--- config.mk ---
export PLATFORM = sky130hd
export DESIGN_NAME = fetch_ctrl
export DESIGN_NICKNAME = d
export VERILOG_FILES = /design/src/rtl/fetch_ctrl.sv
export SDC_FILE = /design/constraint.sdc
export NUM_CORES = 1
export LEC_CHECK = 0
export CAP_MARGIN = 20
export CORE_ASPECT_RATIO = 0.7
export CORE_MARGIN = 1.5
export CORE_UTILIZATION = 35
export DETAILED_ROUTE_END_ITERATION = 12
export PLACE_DENSITY = 0.6
export SYNTH_ARGS = -nofsm -noshare
export SYNTH_HDL_FRONTEND = slang
export SYNTH_SLANG_ARGS = --single-unit
--- constraint.sdc ---
create_clock -name clk -period 12.6 [get_ports clk]
set_input_delay 2.52 -clock clk [delete_from_list [all_inputs] [get_ports clk]]
set_output_delay 2.52 -clock clk [all_outputs]
set_load 0.1 [all_outputs]
--- src/rtl/fetch_ctrl.sv ---
// fetch_ctrl: instruction-fetch sequencer. Owns the PC, issues one word-aligned
// read at a time over a req/gnt handshake, and buffers returned instructions in
// a 2-entry FIFO toward decode. Redirects flush the FIFO and drop any response
// that belongs to a request issued before the redirect.
//
// Handshakes:
//   imem: a request transfers on a cycle where imem_req && imem_gnt; exactly one
//         imem_rvalid follows, at least one cycle later, in order.
//   if:   the head instruction transfers on a cycle where if_valid && if_ready;
//         if_instr/if_pc/if_pc_plus4 stay stable while if_valid && !if_ready.
`timescale 1ns/1ps

module fetch_ctrl #(
    parameter int ADDRESS_WIDTH = 32,
    parameter int DATA_WIDTH = 32,
    parameter logic [ADDRESS_WIDTH-1:0] RESET_PC = 32'h0000_0000
) (
    input  logic                     clk,
    input  logic                     rst,
    input  logic                     redirect_valid,
    input  logic [ADDRESS_WIDTH-1:0] redirect_target,
    output logic                     imem_req,
    output logic [ADDRESS_WIDTH-1:0] imem_addr,
    input  logic                     imem_gnt,
    input  logic                     imem_rvalid,
    input  logic [DATA_WIDTH-1:0]    imem_rdata,
    output logic                     if_valid,
    output logic [DATA_WIDTH-1:0]    if_instr,
    output logic [ADDRESS_WIDTH-1:0] if_pc,
    output logic [ADDRESS_WIDTH-1:0] if_pc_plus4,
    input  logic                     if_ready,
    output logic [1:0]               dbg_state
);

    // REQ: request outstanding on the bus; WAIT: granted, awaiting data;
    // HOLD: FIFO full, fetch paused; DISCARD: awaiting a stale response to drop.
    typedef enum logic [1:0] {
        S_REQ     = 2'd0,
        S_WAIT    = 2'd1,
        S_HOLD    = 2'd2,
        S_DISCARD = 2'd3
    } state_t;

    state_t                   state;
    logic [ADDRESS_WIDTH-1:0] pc;
    logic [ADDRESS_WIDTH-1:0] req_pc;
    logic [DATA_WIDTH-1:0]    instr_q [2];
    logic [ADDRESS_WIDTH-1:0] pc_q    [2];
    logic [1:0]               count;

    logic                     pop;
    logic                     push;
    logic [1:0]               count_next;
    logic                     wr_slot1;
    logic [ADDRESS_WIDTH-1:0] redirect_pc;

    // FIFO bookkeeping: a response is pushed only in WAIT and only if no
    // redirect kills it in the same cycle.
    always_comb begin
        pop         = (count != 2'd0) && if_ready;
        push        = (state == S_WAIT) && imem_rvalid && !redirect_valid;
        redirect_pc = redirect_target & ~ADDRESS_WIDTH'(3);
        count_next  = count;
        if (push && !pop) begin
            count_next = count + 2'd1;
        end else if (!push && pop) begin
            count_next = count - 2'd1;
        end
        // The pushed entry lands in the last occupied slot after this cycle.
        wr_slot1 = (count_next == 2'd2);
    end

    // Sequencer, PC and FIFO state; redirect overrides normal sequencing.
    always_ff @(posedge clk) begin
        if (rst) begin
            state  <= S_REQ;
            pc     <= RESET_PC;
            req_pc <= RESET_PC;
            count  <= 2'd0;
            for (int i = 0; i < 2; i++) begin
                instr_q[i] <= '0;
                pc_q[i]    <= '0;
            end
        end else begin
            if (pop) begin
                instr_q[0] <= instr_q[1];
                pc_q[0]    <= pc_q[1];
            end
            if (push) begin
                if (wr_slot1) begin
                    instr_q[1] <= imem_rdata;
                    pc_q[1]    <= req_pc;
                end else begin
                    instr_q[0] <= imem_rdata;
                    pc_q[0]    <= req_pc;
                end
            end
            count <= redirect_valid ? 2'd0 : count_next;

            case (state)
                S_REQ: begin
                    if (imem_gnt) begin
                        req_pc <= pc;
                        pc     <= pc + ADDRESS_WIDTH'(4);
                        // A request granted alongside a redirect is stale.
                        state  <= redirect_valid ? S_DISCARD : S_WAIT;
                    end
                end
                S_WAIT: begin
                    if (imem_rvalid) begin
                        state <= (redirect_valid || count_next != 2'd2) ? S_REQ : S_HOLD;
                    end else if (redirect_valid) begin
                        state <= S_DISCARD;
                    end
                end
                S_HOLD: begin
                    if (redirect_valid || count_next != 2'd2) begin
                        state <= S_REQ;
                    end
                end
                S_DISCARD: begin
                    if (imem_rvalid) begin
                        state <= S_REQ;
                    end
                end
                default: state <= S_REQ;
            endcase

            if (redirect_valid) begin
                pc <= redirect_pc;
            end
        end
    end

    // Outputs decode from registers only; reset gates the request off.
    always_comb begin
        imem_req    = (state == S_REQ) && !rst;
        imem_addr   = pc;
        if_valid    = (count != 2'd0);
        if_instr    = instr_q[0];
        if_pc       = pc_q[0];
        if_pc_plus4 = pc_q[0] + ADDRESS_WIDTH'(4);
        dbg_state   = state;
    end

endmodule

Yosys cells after proc, flatten, opt, wreduce, memory -nomap -nowiden:

Memory sizes are Yosys's and may differ from the RTL's.
Cells that the tools add are included.

* register bits: 68
* bits of input ports: 70
* memory bits (writable): 128
* memories: 2

* bitwise gates (word level): 6
* add/sub/neg operators: 4
* reduce and logical (&&, ||, !) cells: 19
* mux-type cells: 32
* eq/ne operators: 9

Memories
* instr_q: depth 2, width 32, read ports 2, clocked after Yosys merged registers in 0, write ports 2, line 47 `logic [DATA_WIDTH-1:0] instr_q [2];`
* pc_q: depth 2, width 32, read ports 2, clocked after Yosys merged registers in 0, write ports 2, line 48 `logic [ADDRESS_WIDTH-1:0] pc_q [2];`

Operator list (number)
* $mux 32: 9
* $add 32x3->32 const B: 2
* $mux 2: 9
* $mux 1: 13
* $ne 2x2->1 const B: 4
* $pmux 2 s4: 1
* $eq 2x2->1 const B: 3
* $logic_and 1x1->1: 6
* $or 1x1->1: 6
* $reduce_bool 2->1: 3
* $logic_not 1->1: 4
* $reduce_and 2->1: 2
* $reduce_and 4->1: 1
* $ne 3x3->1 const B: 1
* $add 2x1->2 const B: 1
* $eq 2x1->1 const B: 1
* $logic_not 2->1: 1
* $reduce_or 2->1: 1
* $sub 2x1->2 const B: 1
* $logic_or 1x1->1: 1

Logic depth before layout (Yosys ltp):

Gate-level depths: netlist (run 1).

* word-level depth: 13
* gate-level depth with buffers: 8
* gate-level depth less buffers: 6

Worst setup path after synthesis (run 1):

Ideal clock, no wire load.

* path kind: input to output
* start: in rst
* end: out imem_req
* arrival: 5.143 ns
* cell stages on the path: 4
* slack: 4.937 ns
* cells stage by stage: clkbuf_1 > clkbuf_1 > clkbuf_1 > nor3_1

* word-level cells in the longest chain between the ends: 2

RTL lines
* start, declared: line 19 `input logic rst,`
* $logic_not 1->1: line 137 `imem_req = (state == S_REQ) && !rst;`
* $logic_and 1x1->1: line 137
* end, declared: line 22 `output logic imem_req,`

No other way between the ends.

Final worst setup path (run 1):

Same ends and word-level chain as after synthesis.

==> results.ini, run 1 <==
[hold_path]
hp-class = flip-flop to flip-flop
min_from = req_pc[20]

[place]
dpl.hpwl_mm = 15.22
portBuffers = 193
postPlaceCellArea_um2 = 10780
post-place-ws_ns = 5.875
gp_congestion = 0.8202

[synthesis]
seq_area_frac_synth_pct = 58.52
synth.ff_latch_count = 188
synth.most_common_cell = edfxtp_1
ys_warn_count = 0
avgSynthCellArea_um2 = 11.30
synth_cell_type_count = 59
synth_mux_area_share_pct = 0
synth_simple_gate_area_share_pct = 19.65
synthAdderAreaFrac_pct = 0.4389
netlist_area_um2 = 8552
synth-xor-area-share_pct = 4.199
ys_top_cells_by_count = edfxtp_1, nand2_1, and2_1
synth_area_leader_cell = edfxtp_1
netlist_top_cells_area = edfxtp_1, dfxtp_1, a22o_1
synthCells = 757
synth_top_family_by_area = simple AND/OR/NAND/NOR gates
synth-compound-area-share_pct = 13.65
synth_ff_type = edfxtp_1
async_flop_share_pct = 0
synth_top_area_share_pct = 43.54
synth-edff-count = 124

[global_routing]
grt_pass1_wl_mm = 35.58
grt_use_total_pct = 18.05
antenna_found_initial = 0
grt_pass1_vias = 6205
grt_max_degree = 64
grt-ovfl-total = 0

[clock_network]
cts.hold.buffers_added = 0
cts.path.max_buffers = 2
clock_latency_ns = 0.43
cts_inserted_buffers = 17
cts.clk_slew.worst_paths_ns = 0.07
cts_tree = done
cts_root_buf = clkbuf_16
cts_setup_buffers = 0
cts_resized = 0
cts.sinks = 188
htree_levels = 4

[flow_run]
max_cap_viol_count = 0

[sta]
clock_skew_ns = 0.01388
setup_slack_ns = 5.876
maxSlewViolCount = 0
rsz0062_at_grt = no
final.setup.tns_ns = 0
setup_viol = 0
tightest_slew_ns = 1.033
min_period_over_period_pct = 53.37
fmax_ghz = 0.1487
slew_headroom_pct = 30.91
report.final.hold_viol_count = 0
whs_ns = 0.4748
period_minus_slack_ns = 6.724

[final_layout]
final_area_um2 = 11400
area_growth_pct = 33.33
multi_input_area_um2 = 3322
regArea_um2 = 5005
num-fill-cells = 2234
drive_gt1_share_pct = 5.951
num_antenna_cells = 0
nets = 1002

[drt]
routedWlPerCell_um = 18.08
vias = 6529
ant_nets = 0
routed_via_density = 5.186
route.detailed.drc = 0
wirelength_mm = 22.76
first_pass_iters = 5
drt_iter0_markers = 521

[setup_path]
crit_start = rst
ff2ff_setup_slack_ns = 9.02
start_kind = input port
path_buf_inv = 3
crit_fanout = 28
end_kind = output port
required_ns = 10.08
crit_chain = buf_2 -> buf_4 -> nor3_1 -> clkdlybuf4s50_1
crit_family = buffers and inverters
slowest_stage = clkdlybuf4s50_1
critPathMaxStageDelay_ns = 1.16
crit_type = input port to output port
crit_arrival_ns = 4.20
timing.rr.start = count[0]

[pwr]
report.power.total_mw = 1.649
ir_worst_vdd_uv = 95.24
p_leak_nw = 3.909
power_density_nw_per_um2 = 144.6

[status]
status = completed

[die]
fp.dieH_um = 133.8
core.rowCount = 47
io_pins = 202
die_w_um = 189.8
die-area_um2 = 25400
initial_utilization_pct = 35.91
coreArea_um2 = 23820

-- state kept, by name (all words and copies together) (netlist names) --
| signal | cells |
|---|---|
| instr_q | 64 |
| pc_q | 60 |
| imem_addr | 30 |
| req_pc | 30 |
| count | 2 |
| dbg_state | 2 |
-- area by class of cell --
cell class	instances	area share, %
Timing Repair Buffer	205	17.69
Tap cell	318	3.490
Inverter	11	0.3621
Clock buffer	18	3.764
Sequential cell	188	43.89
Multi-Input combinational cell	506	29.13
Clock inverter	13	1.668
-- cells in the final DEF, fill, tap and decap left out, types with 10 or more instances in the layout --
cell,synthesis,final
a211oi_1,15,15
a21oi_1,34,32
a22o_1,62,62
a311oi_1,10,10
and2_1,65,65
buf_4,6,12
clkbuf_16,0,17
clkdlybuf4s50_1,0,192
dfxtp_1,64,64
edfxtp_1,124,124
inv_1,10,10
nand2_1,81,81
nand3_1,28,28
nand4_1,20,20
nor2_1,31,31
nor4_1,10,10
xnor2_1,32,32
-- worst paths after layout --
| path | end | cells past startpoint |
|---|---|---|
| worst max-delay path | imem_req | 4 |
| worst min-delay path | req_pc[20] | 2 |
| worst min register to register | req_pc[20] | 2 |
| worst max register to register | instr_q[0][10] | 8 |
-- report_power, final --
part / switching, mW / internal [mW] / leakage (nW)
clock: 0.238 / 0.333 / 0.291
sequential: 0.0336 / 0.690 / 1.81
combinational: 0.269 / 0.0858 / 1.81
-- tightest hold or removal path: stages, from the launching register on --
cell     delay [ns]
dfxtp_1        0.32
nand2_1        0.06
a21oi_1        0.05
-- cell families (layout without fill, tap and decap cells) --
group,after synthesis,count (layout)
buffers and inverters,68,247
DFF,188,188
other,1,6
adders and majority gates,3,3
AOI/OAI and AO/OA,155,155
and+or+nand+nor,301,301
xor gates and xnor gates,41,41
-- metrics by stage --
| step | util (%) | std cells |
|---|---|---|
| detailed placement | 45.27 | 1228 |
| global route | 47.88 | 1259 |
| floorplan | - | 762 |
| CTS | 47.88 | 1259 |
| finish | 47.88 | 1259 |
| global placement | 45.24 | 1227 |
-- per-layer routing --
| layer | routed length, um | track usage [%] |
|---|---|---|
| met5 | 0 | 0 |
| met4 | 158 | 4.101 |
| met3 | 1253 | 4.134 |
| met2 | 9726 | 25.85 |
| met1 | 11620 | 27.45 |
No activity file was read; power rests on OpenSTA's default activity.
==> inputs of run 2 (changes only) <==
clock period = 6.8 ns   (was 12.6 ns; I/O delays follow)
==> results.ini, run 2 (synthesized netlist as in run 1, its figures left out) <==
[hold_path]
hp-class = flip-flop to flip-flop
min_from = req_pc[10]
min_to = req_pc[10]
hold-path-cell-count = 2  ; unchanged

[pwr]
p_int_mw = 2.044  ; +84%
clkPwrFrac_pct = 34.8  ; +0.2 points
p_switching_mw = 1.020  ; +89%
power_density_nw_per_um2 = 268.2  ; +85%
p_leak_nw = 3.937  ; +0.72%
sequentialPowerShare_pct = 43.8  ; about the same
comb_power_share_pct = 21.4  ; about the same
report.power.total_mw = 3.063  ; +86%
p_sw_share_pct = 33.29  ; +0.55 points
ir_worst_vdd_uv = 176.5  ; +85%

[setup_path]
crit_family = buffers and inverters
ff2ff_setup_slack_ns = 3.98  ; -5.04 ns
r2r.worst_path.cells = 7  ; -1
crit_chain = ha_1 -> nand2_1 -> nor2_1 -> and3_1 -> xor2_1 -> clkdlybuf4s50_1
critPathMaxStageDelay_ns = 1.15  ; about the same
path_buf_inv = 1  ; -2
crit_arrival_ns = 3.46  ; -0.74 ns
slowest_stage = clkdlybuf4s50_1
required_ns = 5.44  ; -4.64 ns
crit_type = flip-flop to output port
end_kind = output port
start_kind = flip-flop
r2r-end = instr_q[1][29]
crit_fanout = 11  ; -61%
timing.rr.start = count[0]

[clock_network]
cts.clk_slew.worst_paths_ns = 0.07  ; about the same
cts.hold.buffers_added = 0  ; unchanged
cts.sinks = 188  ; unchanged
cts_resized = 0  ; unchanged
cts_inserted_buffers = 17  ; unchanged
clock_latency_ns = 0.43  ; about the same
cts_setup_buffers = 0  ; unchanged
htree_levels = 4  ; unchanged
cts_root_buf = clkbuf_16
cts_tree = done
cts.path.max_buffers = 2  ; unchanged

[drt]
drt_iter0_markers = 322  ; -38%
first_pass_iters = 6  ; +1
wirelength_mm = 22.71  ; -0.23%
routed_via_density = 5.193  ; +0.13%
route.detailed.drc = 0  ; unchanged
routedWlPerCell_um = 18.02  ; -0.31%
ant_nets = 0  ; unchanged
vias = 6543  ; +0.21%

[place]
post-place-ws_ns = 2.342  ; -3.533 ns
gp_congestion = 0.8087  ; -1.4%
dp.cells = 1227  ; -0.081%
portBuffers = 193  ; unchanged
dpl.hpwl_mm = 15.07  ; -0.99%

[final_layout]
num-fill-cells = 2225  ; -0.40%
reg.largest.list = instr_q x64, pc_q x60
num_antenna_cells = 0  ; unchanged
largest_register = instr_q
nets = 1002  ; unchanged
area_growth_pct = 33.56
final_cell_mix = clkdlybuf4s50_1, edfxtp_1, nand2_1
largest_reg_flops = 64  ; unchanged
final_cells = 1260  ; +0.079%
final_common_cell = clkdlybuf4s50_1
drive_gt1_share_pct = 6.157  ; +0.21 points

[global_routing]
grt-ovfl-total = 0  ; unchanged
antenna_found_initial = 0  ; unchanged
grt_pass1_wl_mm = 35.25  ; -0.93%
grt_max_degree = 77  ; +20%
grt_pass1_vias = 6136  ; -1.1%
grt_use_total_pct = 17.94  ; -0.11 points

[flow_run]
max_cap_viol_count = 0  ; unchanged

[die]
fp.dieH_um = 133.8  ; unchanged
io_pins = 202  ; unchanged
die-area_um2 = 25400  ; unchanged
die_w_um = 189.8  ; unchanged
initial_utilization_pct = 35.91  ; unchanged
coreArea_um2 = 23820  ; unchanged
core.rowCount = 47  ; unchanged

[sta]
fmax_ghz = 0.2075
min_period_over_period_pct = 70.88
clock_skew_ns = 0.01121  ; -0.002675 ns
setup_slack_ns = 1.980  ; -3.896 ns
slew_headroom_pct = 30.73  ; -0.18 points
setup_viol = 0  ; unchanged
maxSlewViolCount = 0  ; unchanged
rsz0062_at_grt = no
report.final.hold_viol_count = 0  ; unchanged
tightest_slew_ns = 1.036  ; +0.002722 ns
whs_ns = 0.4746  ; -0.0001820 ns
final.setup.tns_ns = 0  ; unchanged
period_minus_slack_ns = 4.820

[status]
status = completed

-- run 2: changes by cell type in the layout (fill, tap and decap cells not counted), sizes merged --
cell	previous run	this run
clkbuf	18	22
clkinv	4	3
inv	13	17
bufinv	4	1
clkinvlp	3	0
-- run 2: power by group through the flow --
stage / clock, mW / sequential, mW / combinational, mW
after floorplan: 0 / 1.62 / 0.220
final: 1.06 / 1.34 / 0.656
after global placement: 0 / 1.37 / 0.657
after global routing: 1.13 / 1.35 / 0.678
after CTS: 1.09 / 1.34 / 0.660
after detailed placement: 0 / 1.37 / 0.658
-- run 2: per-stage QoR --
stage	instance area, um2	util [%]
5_1_grt	11420	47.96
3_3_place_gp	10770	45.21
2_1_floorplan	8571	-
3_5_place_dp	10780	45.24
4_1_cts	11410	47.93
6_report	11420	47.96
-- run 2: worst register-to-register path: cells and delay by family (launching register included) --
kind	cells	cell delay [ns]
fa+ha+maj	1	0.22
compound gates	2	0.35
simple gates	1	0.45
xor+xnor	1	0.22
buf+inv	2	0.78
flops	1	0.37
-- run 2: final cells by class --
| cell class | count | area [um2] | share of cell area [%] |
|---|---|---|---|
| inverter | 11 | 41.29 | 0.3615 |
| sequential | 188 | 5005 | 43.82 |
| clock buffer | 22 | 529.3 | 4.634 |
| clock inverter | 10 | 110.1 | 0.9640 |
| multi-input combinational | 506 | 3322 | 29.08 |
| tap | 318 | 397.9 | 3.483 |
| timing repair buffer | 205 | 2017 | 17.66 |
-- run 2: worst max path at each step --
| stage | start | depth (start not counted) | slack (ns) | end |
|---|---|---|---|---|
| finish | pc_q[0][2] | 6 | 1.98 | if_pc_plus4[10] |
| global route | pc_q[0][2] | 6 | 1.68 | if_pc_plus4[10] |
| CTS | pc_q[0][2] | 6 | 1.87 | if_pc_plus4[10] |
| detailed placement | pc_q[0][2] | 6 | 2.34 | if_pc_plus4[10] |
| global placement | pc_q[0][8] | 5 | 2.07 | if_pc_plus4[30] |
| floorplan | redirect_valid | 5 | 1.19 | instr_q[1][0] |
-- run 2: metal layers --
layer,global-route usage [%],wire length (um),up-vias
met5,0,0,-
met1,27.17,11590,3156
li1,-,-,3160
met2,26.14,9583,207
met4,4.453,244,0
met3,3.532,1288,20
